**src/rtl/i2c_pkg.sv**
```systemverilog
// Shared types and constants for the I2C receive path.
package i2c_pkg;

  localparam int unsigned I2C_DW = 8;

  // One framed byte as stored in the receive FIFO: data in the upper bits, last in bit 0.
  typedef struct packed {
    logic [I2C_DW-1:0] data;
    logic              last;
  } i2c_rx_entry_t;

endpackage

```
**src/rtl/i2c_sync_fifo.sv**
```systemverilog
// Generic synchronous FIFO with occupancy count. Pushes that do not fit are ignored
// (a full FIFO only accepts a push in the same cycle as a pop).
module i2c_sync_fifo #(
  parameter int unsigned DEPTH = 8,
  parameter int unsigned WIDTH = 9,
  localparam int unsigned AW = $clog2(DEPTH),
  localparam int unsigned CW = $clog2(DEPTH) + 1
) (
  input  logic             clk,
  input  logic             rst,
  input  logic             push,
  input  logic [WIDTH-1:0] wdata,
  input  logic             pop,
  output logic [WIDTH-1:0] rdata,
  output logic [CW-1:0]    count,
  output logic             full,
  output logic             empty
);

  logic [WIDTH-1:0] mem [DEPTH];
  logic [AW-1:0]    wr_ptr_q, rd_ptr_q;
  logic [CW-1:0]    count_q;
  logic             do_push, do_pop;

  // Qualify requests against occupancy; full+pop frees the slot being written.
  always_comb begin
    do_pop  = pop & ~empty;
    do_push = push & (~full | do_pop);
  end

  assign count = count_q;
  assign full  = (count_q == CW'(DEPTH));
  assign empty = (count_q == '0);
  assign rdata = mem[rd_ptr_q];

  // Storage array; contents are don't-care until written, so no reset.
  always_ff @(posedge clk) begin
    if (do_push) begin
      mem[wr_ptr_q] <= wdata;
    end
  end

  // Pointers and occupancy; pointers wrap naturally since DEPTH is a power of two.
  always_ff @(posedge clk or negedge rst) begin
    if (!rst) begin
      wr_ptr_q <= '0;
      rd_ptr_q <= '0;
      count_q  <= '0;
    end else begin
      if (do_push) wr_ptr_q <= wr_ptr_q + AW'(1);
      if (do_pop)  rd_ptr_q <= rd_ptr_q + AW'(1);
      unique case ({do_push, do_pop})
        2'b10:   count_q <= count_q + CW'(1);
        2'b01:   count_q <= count_q - CW'(1);
        default: count_q <= count_q;
      endcase
    end
  end

endmodule

```
**src/rtl/i2c_rx_frame_fifo.sv**
```systemverilog
// Frames bytes from the I2C slave into transactions and buffers them for the host.
// A single staging register holds the newest byte until the next byte (not last)
// or a STOP (last) decides how it is pushed.
module i2c_rx_frame_fifo
  import i2c_pkg::*;
#(
  parameter int unsigned DEPTH = 8,
  parameter int unsigned DW    = I2C_DW,
  localparam int unsigned CW   = $clog2(DEPTH) + 1
) (
  input  logic          clk,
  input  logic          rst,
  input  logic [DW-1:0] rx_data,
  input  logic          rx_valid,
  input  logic          rx_stop,
  output logic [DW-1:0] m_data,
  output logic          m_last,
  output logic          m_valid,
  input  logic          m_ready,
  output logic [CW-1:0] count,
  output logic          full,
  output logic          overflow,
  input  logic          ovf_clr
);

  logic          hold_valid_q;
  logic [DW-1:0] hold_data_q;
  logic          overflow_q;
  logic          push_req, push_ok, pop, empty;
  logic [DW:0]   wr_entry, rd_entry;

  // The staged byte leaves whenever a newer byte or a STOP arrives; STOP marks it last.
  // With both strobes together the STOP closes the older transaction.
  always_comb begin
    push_req = hold_valid_q & (rx_valid | rx_stop);
    wr_entry = {hold_data_q, rx_stop};
    pop      = m_valid & m_ready;
    push_ok  = push_req & (~full | pop);
  end

  i2c_sync_fifo #(
    .DEPTH (DEPTH),
    .WIDTH (DW + 1)
  ) u_fifo (
    .clk   (clk),
    .rst   (rst),
    .push  (push_ok),
    .wdata (wr_entry),
    .pop   (pop),
    .rdata (rd_entry),
    .count (count),
    .full  (full),
    .empty (empty)
  );

  assign m_valid  = ~empty;
  assign m_data   = rd_entry[DW:1];
  assign m_last   = rd_entry[0];
  assign overflow = overflow_q;

  // Staging register: a new byte always loads; a lone STOP empties it.
  always_ff @(posedge clk or negedge rst) begin
    if (!rst) begin
      hold_valid_q <= 1'b0;
      hold_data_q  <= '0;
    end else if (rx_valid) begin
      hold_valid_q <= 1'b1;
      hold_data_q  <= rx_data;
    end else if (rx_stop) begin
      hold_valid_q <= 1'b0;
    end
  end

  // Sticky drop flag; a drop in the same cycle as a clear keeps it set.
  always_ff @(posedge clk or negedge rst) begin
    if (!rst) begin
      overflow_q <= 1'b0;
    end else if (push_req && !push_ok) begin
      overflow_q <= 1'b1;
    end else if (ovf_clr) begin
      overflow_q <= 1'b0;
    end
  end

endmodule

```
**config.mk**
```make
export PLATFORM = sky130hd
export DESIGN_NAME = i2c_rx_frame_fifo
export DESIGN_NICKNAME = d
export VERILOG_FILES = /design/src/rtl/i2c_pkg.sv /design/src/rtl/i2c_sync_fifo.sv /design/src/rtl/i2c_rx_frame_fifo.sv
export SDC_FILE = /design/constraint.sdc
export NUM_CORES = 1
export LEC_CHECK = 0
export ABC_AREA = 1
export CORE_ASPECT_RATIO = 1.2
export CORE_MARGIN = 1
export CORE_UTILIZATION = 30
export DETAILED_ROUTE_END_ITERATION = 10
export GPL_ROUTABILITY_DRIVEN = 1
export GPL_TIMING_DRIVEN = 0
export HOLD_SLACK_MARGIN = 0.02
export PLACE_DENSITY_LB_ADDON = 0.05
export SYNTH_ARGS = -nofsm -noshare
export SYNTH_HDL_FRONTEND = slang
export SYNTH_HIERARCHICAL = 1
export SYNTH_SLANG_ARGS = --single-unit
```
**constraint.sdc**
```tcl
create_clock -name clk -period 2 [get_ports clk]
set_input_delay 0.6 -clock clk [delete_from_list [all_inputs] [get_ports clk]]
set_output_delay 0.6 -clock clk [all_outputs]
set_load 0.01 [all_outputs]
```
==> results <==
- After filler insertion, the fill cell instance count of the layout stands at 1194.
- The die covers 13400 sq um.
- The number of antenna repair diodes is 0.
- Dividing the detail-routed wire length by the instance count gives 16.4 um.
- At the end of the flow, the number of nets in the layout was 423.
- The final routed wirelength across all metal layers is 9.39 mm.
- The cell type of the slowest stage on the worst timing path is dfrtp_1.
- Setup total negative slack on the finished layout was measured at -2720 ps.
- Dividing the detail-routed via count by the number of cells gives 4.58.
- The critical path is of the register to primary output type.
- The sum of buffers and inverters on the critical path is 4.
- The capture instance of the worst register-to-register path is u_fifo/count[3].
- The number of flops mapped to enable cells by yosys is 72.
- The cell family contributing the most delay on the critical path is buffers and inverters.
- By area the synthesized netlist is led by edfxtp_1 (56%), dfrtp_1 (13%), nand2_1 (6.2%).
- During placement, the flow inserted port buffers numbering 28.
- The worst pin sits at a relative slew slack of 0.310.
- The per-instance average area after synthesis is 11.8 sq um.
- After synthesis, the most frequently instantiated cells are edfxtp_1 (72), nand2_1 (64), nor2_1 (45).
- The count of vias placed by the detailed router is 2625.
- The post-synthesis cell area is 3890 sq um.
- The maximum level of the CTS H-tree is 3.
- Setup slack on the critical path of the routed design comes to -315 ps.
- The number of rows created at floorplan is 45.
- The final reports fail on setup timing.
- For this run, the slowest stage of the critical path takes 400 ps.
- The die is 127 um tall.
- The HPWL after detailed placement is 6.04 mm.
- Between clock sinks in the finished design, the worst skew comes to 6.81 ps.
- Walking the worst path, the cells encountered are buf_12 > buf_12 > buf_4 > o21ai_1 > o22ai_1 > nand2_1 > nand2_1 > buf_2.
- The final antenna-violating net count is 0.
- The startpoint identified for the worst register-to-register timing path is u_fifo/count[0].
- TritonCTS built the clock tree.
- The count of pins over their slew limit is 0.
- The worst setup path is launched from a register.
- The largest net degree at the start of global routing is 21.
- The width of the chip is 106 um.
- The initial cell density of the core is 0.307.
- Yosys printed 6 warnings.
- For this run, the register share of the synthesized area comes to 0.685.
- The worst path required time is 1400 ps.
- By instance count, the leading cell after synthesis is edfxtp_1.
- Setup repair after global routing could not meet its margin everywhere.
- The number of instances in the synthesized netlist is 329.
- The biggest fanout along the worst timing path is 8.
- Counting instances, the worst hold path has a depth of 2.
- The total overflow left after global routing is 0.
- After synthesis, the netlist uses 31 different library cells.
- The slew at the pin closest to its max-slew limit is 1030 ps.
- The tree is rooted in a clkbuf_16.
- The CTS sink count is 92.
- The tightest min-delay check is of the register to register type.
- The number of global-route vias before repair was 2731.
- The storage element area is 2670 sq um.
- Clock-pin slew was measured on the worst setup and hold paths at 60 ps.
- For this design the top-level I/O count stands at 30.
- The final count of hold timing violations came to 0.
- The clock network latency to the later pin of the worst-skew pair is 340 ps.
- The total global routing track utilization is 0.151.
- The routability congestion estimate from global placement is 0.729.
- Across all register-to-register paths, the minimum setup slack is -80 ps.
- The area share of the largest cell type after synthesis is 0.556.
- In this run the standard cell core region covers 12700 sq um.
- Summed over all instances, the cell type with the most area after synthesis is edfxtp_1.
- The proportion of synthesized flip-flops having asynchronous set or reset is 0.217.
- The first detailed-routing pass took 4 iterations.
- The number of cell instances on the worst register-to-register path is 16.
- The post-route minimum period is 2310 ps.
- The flip-flop and latch count after synthesis is 92.
- The number of DRC violations after detailed-routing iteration 0 is 105.
- Max-cap violations in this run came to 0.
- The analysis attributes to cell leakage a power of 2.15 nW.
- The final design instance area without fill is 5460 sq um.
- Derived from the worst setup path, the maximum achievable clock frequency is 432 MHz.
- The most used flip-flop cell after synthesis is edfxtp_1.
- In the routed design, unresolved DRC markers number 0.
- The worst hold path begins at overflow.
- The areal power density over the cells is 1510 nW/um^2.
- IR analysis of the VDD net gives a maximum drop of 0.680 mV.
- The share of post-route cells with drive strength above 1 is 0.342.
- Clock tree synthesis inserted a total of 9 buffers.
- The longest clock path from root to sink contains 2 buffers.
- The terminating pin of the worst hold path is overflow.
- The multi-input logic area is 1350 sq um.
- The worst setup path is captured at a primary output.
- The data arrival at the endpoint of the critical path is 1710 ps.
- The number of antenna violations at the first check in global routing is 0.
- The global-route wire length before repair is 14.9 mm.
- The instance area at placement is 4410 sq um.
- Relative to the synthesized area, the layout overhead comes to 40.4%.
- The net count after synthesis is 348.
- The fraction of the cycle the final worst path needs is 1.16.
- The flow ran to the end, but the final reports show violations.
- The number of setup violations in the final report is 11.
## what timing repair did
action | CTS | global route
gates resized for setup | 131 | 32
cloned | 3 | 0
buffers inserted | 23 | 12
pin swaps | 21 | 14
setup endpoints to repair | 87 | 59
hold buffers | 0 | 0
## report_power, final
part	leakage (nW)	internal (mW)	total, mW	switching (mW)
Combinational	1.10	1.79	3.85	2.06
Sequential	0.894	2.45	2.63	0.179
Clock	0.152	1.05	1.77	0.721
## placed cells by master (no fill, tap or decap), types with 10 or more instances in the layout
| cell type | n |
|---|---|
| dfrtp_1 | 18 |
| buf_2 | 10 |
| clkbuf_16 | 10 |
| nand2_1 | 61 |
| buf_12 | 12 |
| buf_4 | 22 |
| o21ai_1 | 18 |
| nor2_1 | 37 |
| edfxtp_1 | 72 |
| inv_1 | 12 |
| nor2_4 | 10 |
| clkdlybuf4s50_1 | 11 |
| o21ai_0 | 13 |
## through the flow
stage	hold WS [ps]	util	cells	total power, mW	setup slack (ps)
floorplan	304	-	329	4.29	-229
global placement	464	0.347	521	5.38	-1610
detailed placement	478	0.348	521	5.40	-1340
CTS	500	0.420	563	8.07	-334
global route	514	0.431	573	8.79	-413
finish	490	0.431	573	8.25	-315
## worst max-delay path by stage
| stage | start | cells past startpoint | end | slack, ps |
|---|---|---|---|---|
| after floorplan | u_fifo/count[1] | 8 | u_fifo/mem[1][0] | -230 |
| after global placement | rx_stop | 7 | u_fifo/mem[5][1] | -1610 |
| after detailed placement | rx_stop | 7 | u_fifo/mem[3][7] | -1340 |
| after CTS | u_fifo/rd_ptr_q[0] | 8 | m_data[6] | -330 |
| after global routing | u_fifo/rd_ptr_q[0] | 8 | m_data[6] | -410 |
| final | u_fifo/rd_ptr_q[0] | 8 | m_data[1] | -310 |
## worst register-to-register path, delay by kind of cell, from the launching register on
family	cells	cell delay (ps)
AOI/OAI and AO/OA	2	330
adders and majority gates	1	210
buffers and inverters	5	310
DFF	1	430
and+or+nand+nor	8	700
## layout make-up
cell class / count / share of cell area
clock buffers: 11 / 0.0465
inverters: 22 / 0.0170
flip-flops and latches: 92 / 0.488
clock inverters: 5 / 0.0105
plain buffers: 12 / 0.0291
repair buffers: 64 / 0.124
multi-input cells: 203 / 0.247
well taps: 164 / 0.0376
## flip-flops by register name, indices dropped and copies added, names as in the netlist
name,count
u_fifo/mem,72
hold_data_q,8
u_fifo/count,4
u_fifo/rd_ptr_q,3
u_fifo/wr_ptr_q,3
hold_valid_q,1
overflow,1
## metal layers
metal	vias up	GRT usage	share of wire
li1	1282	-	-
met1	1290	0.190	0.45
met2	43	0.256	0.50
met3	10	0.0226	0.027
met4	0	0.0711	0.016
met5	-	0	0
## logic make-up after synthesis
group           after synthesis  share of synthesized area
buf+inv                      34                     0.0434
fa+ha+maj                     5                     0.0180
compound gates               51                     0.0724
xor+xnor                      5                     0.0113
flops                        92                      0.685
mux                          10                     0.0261
simple gates                132                      0.144
Power figures use the tool's default switching activity.
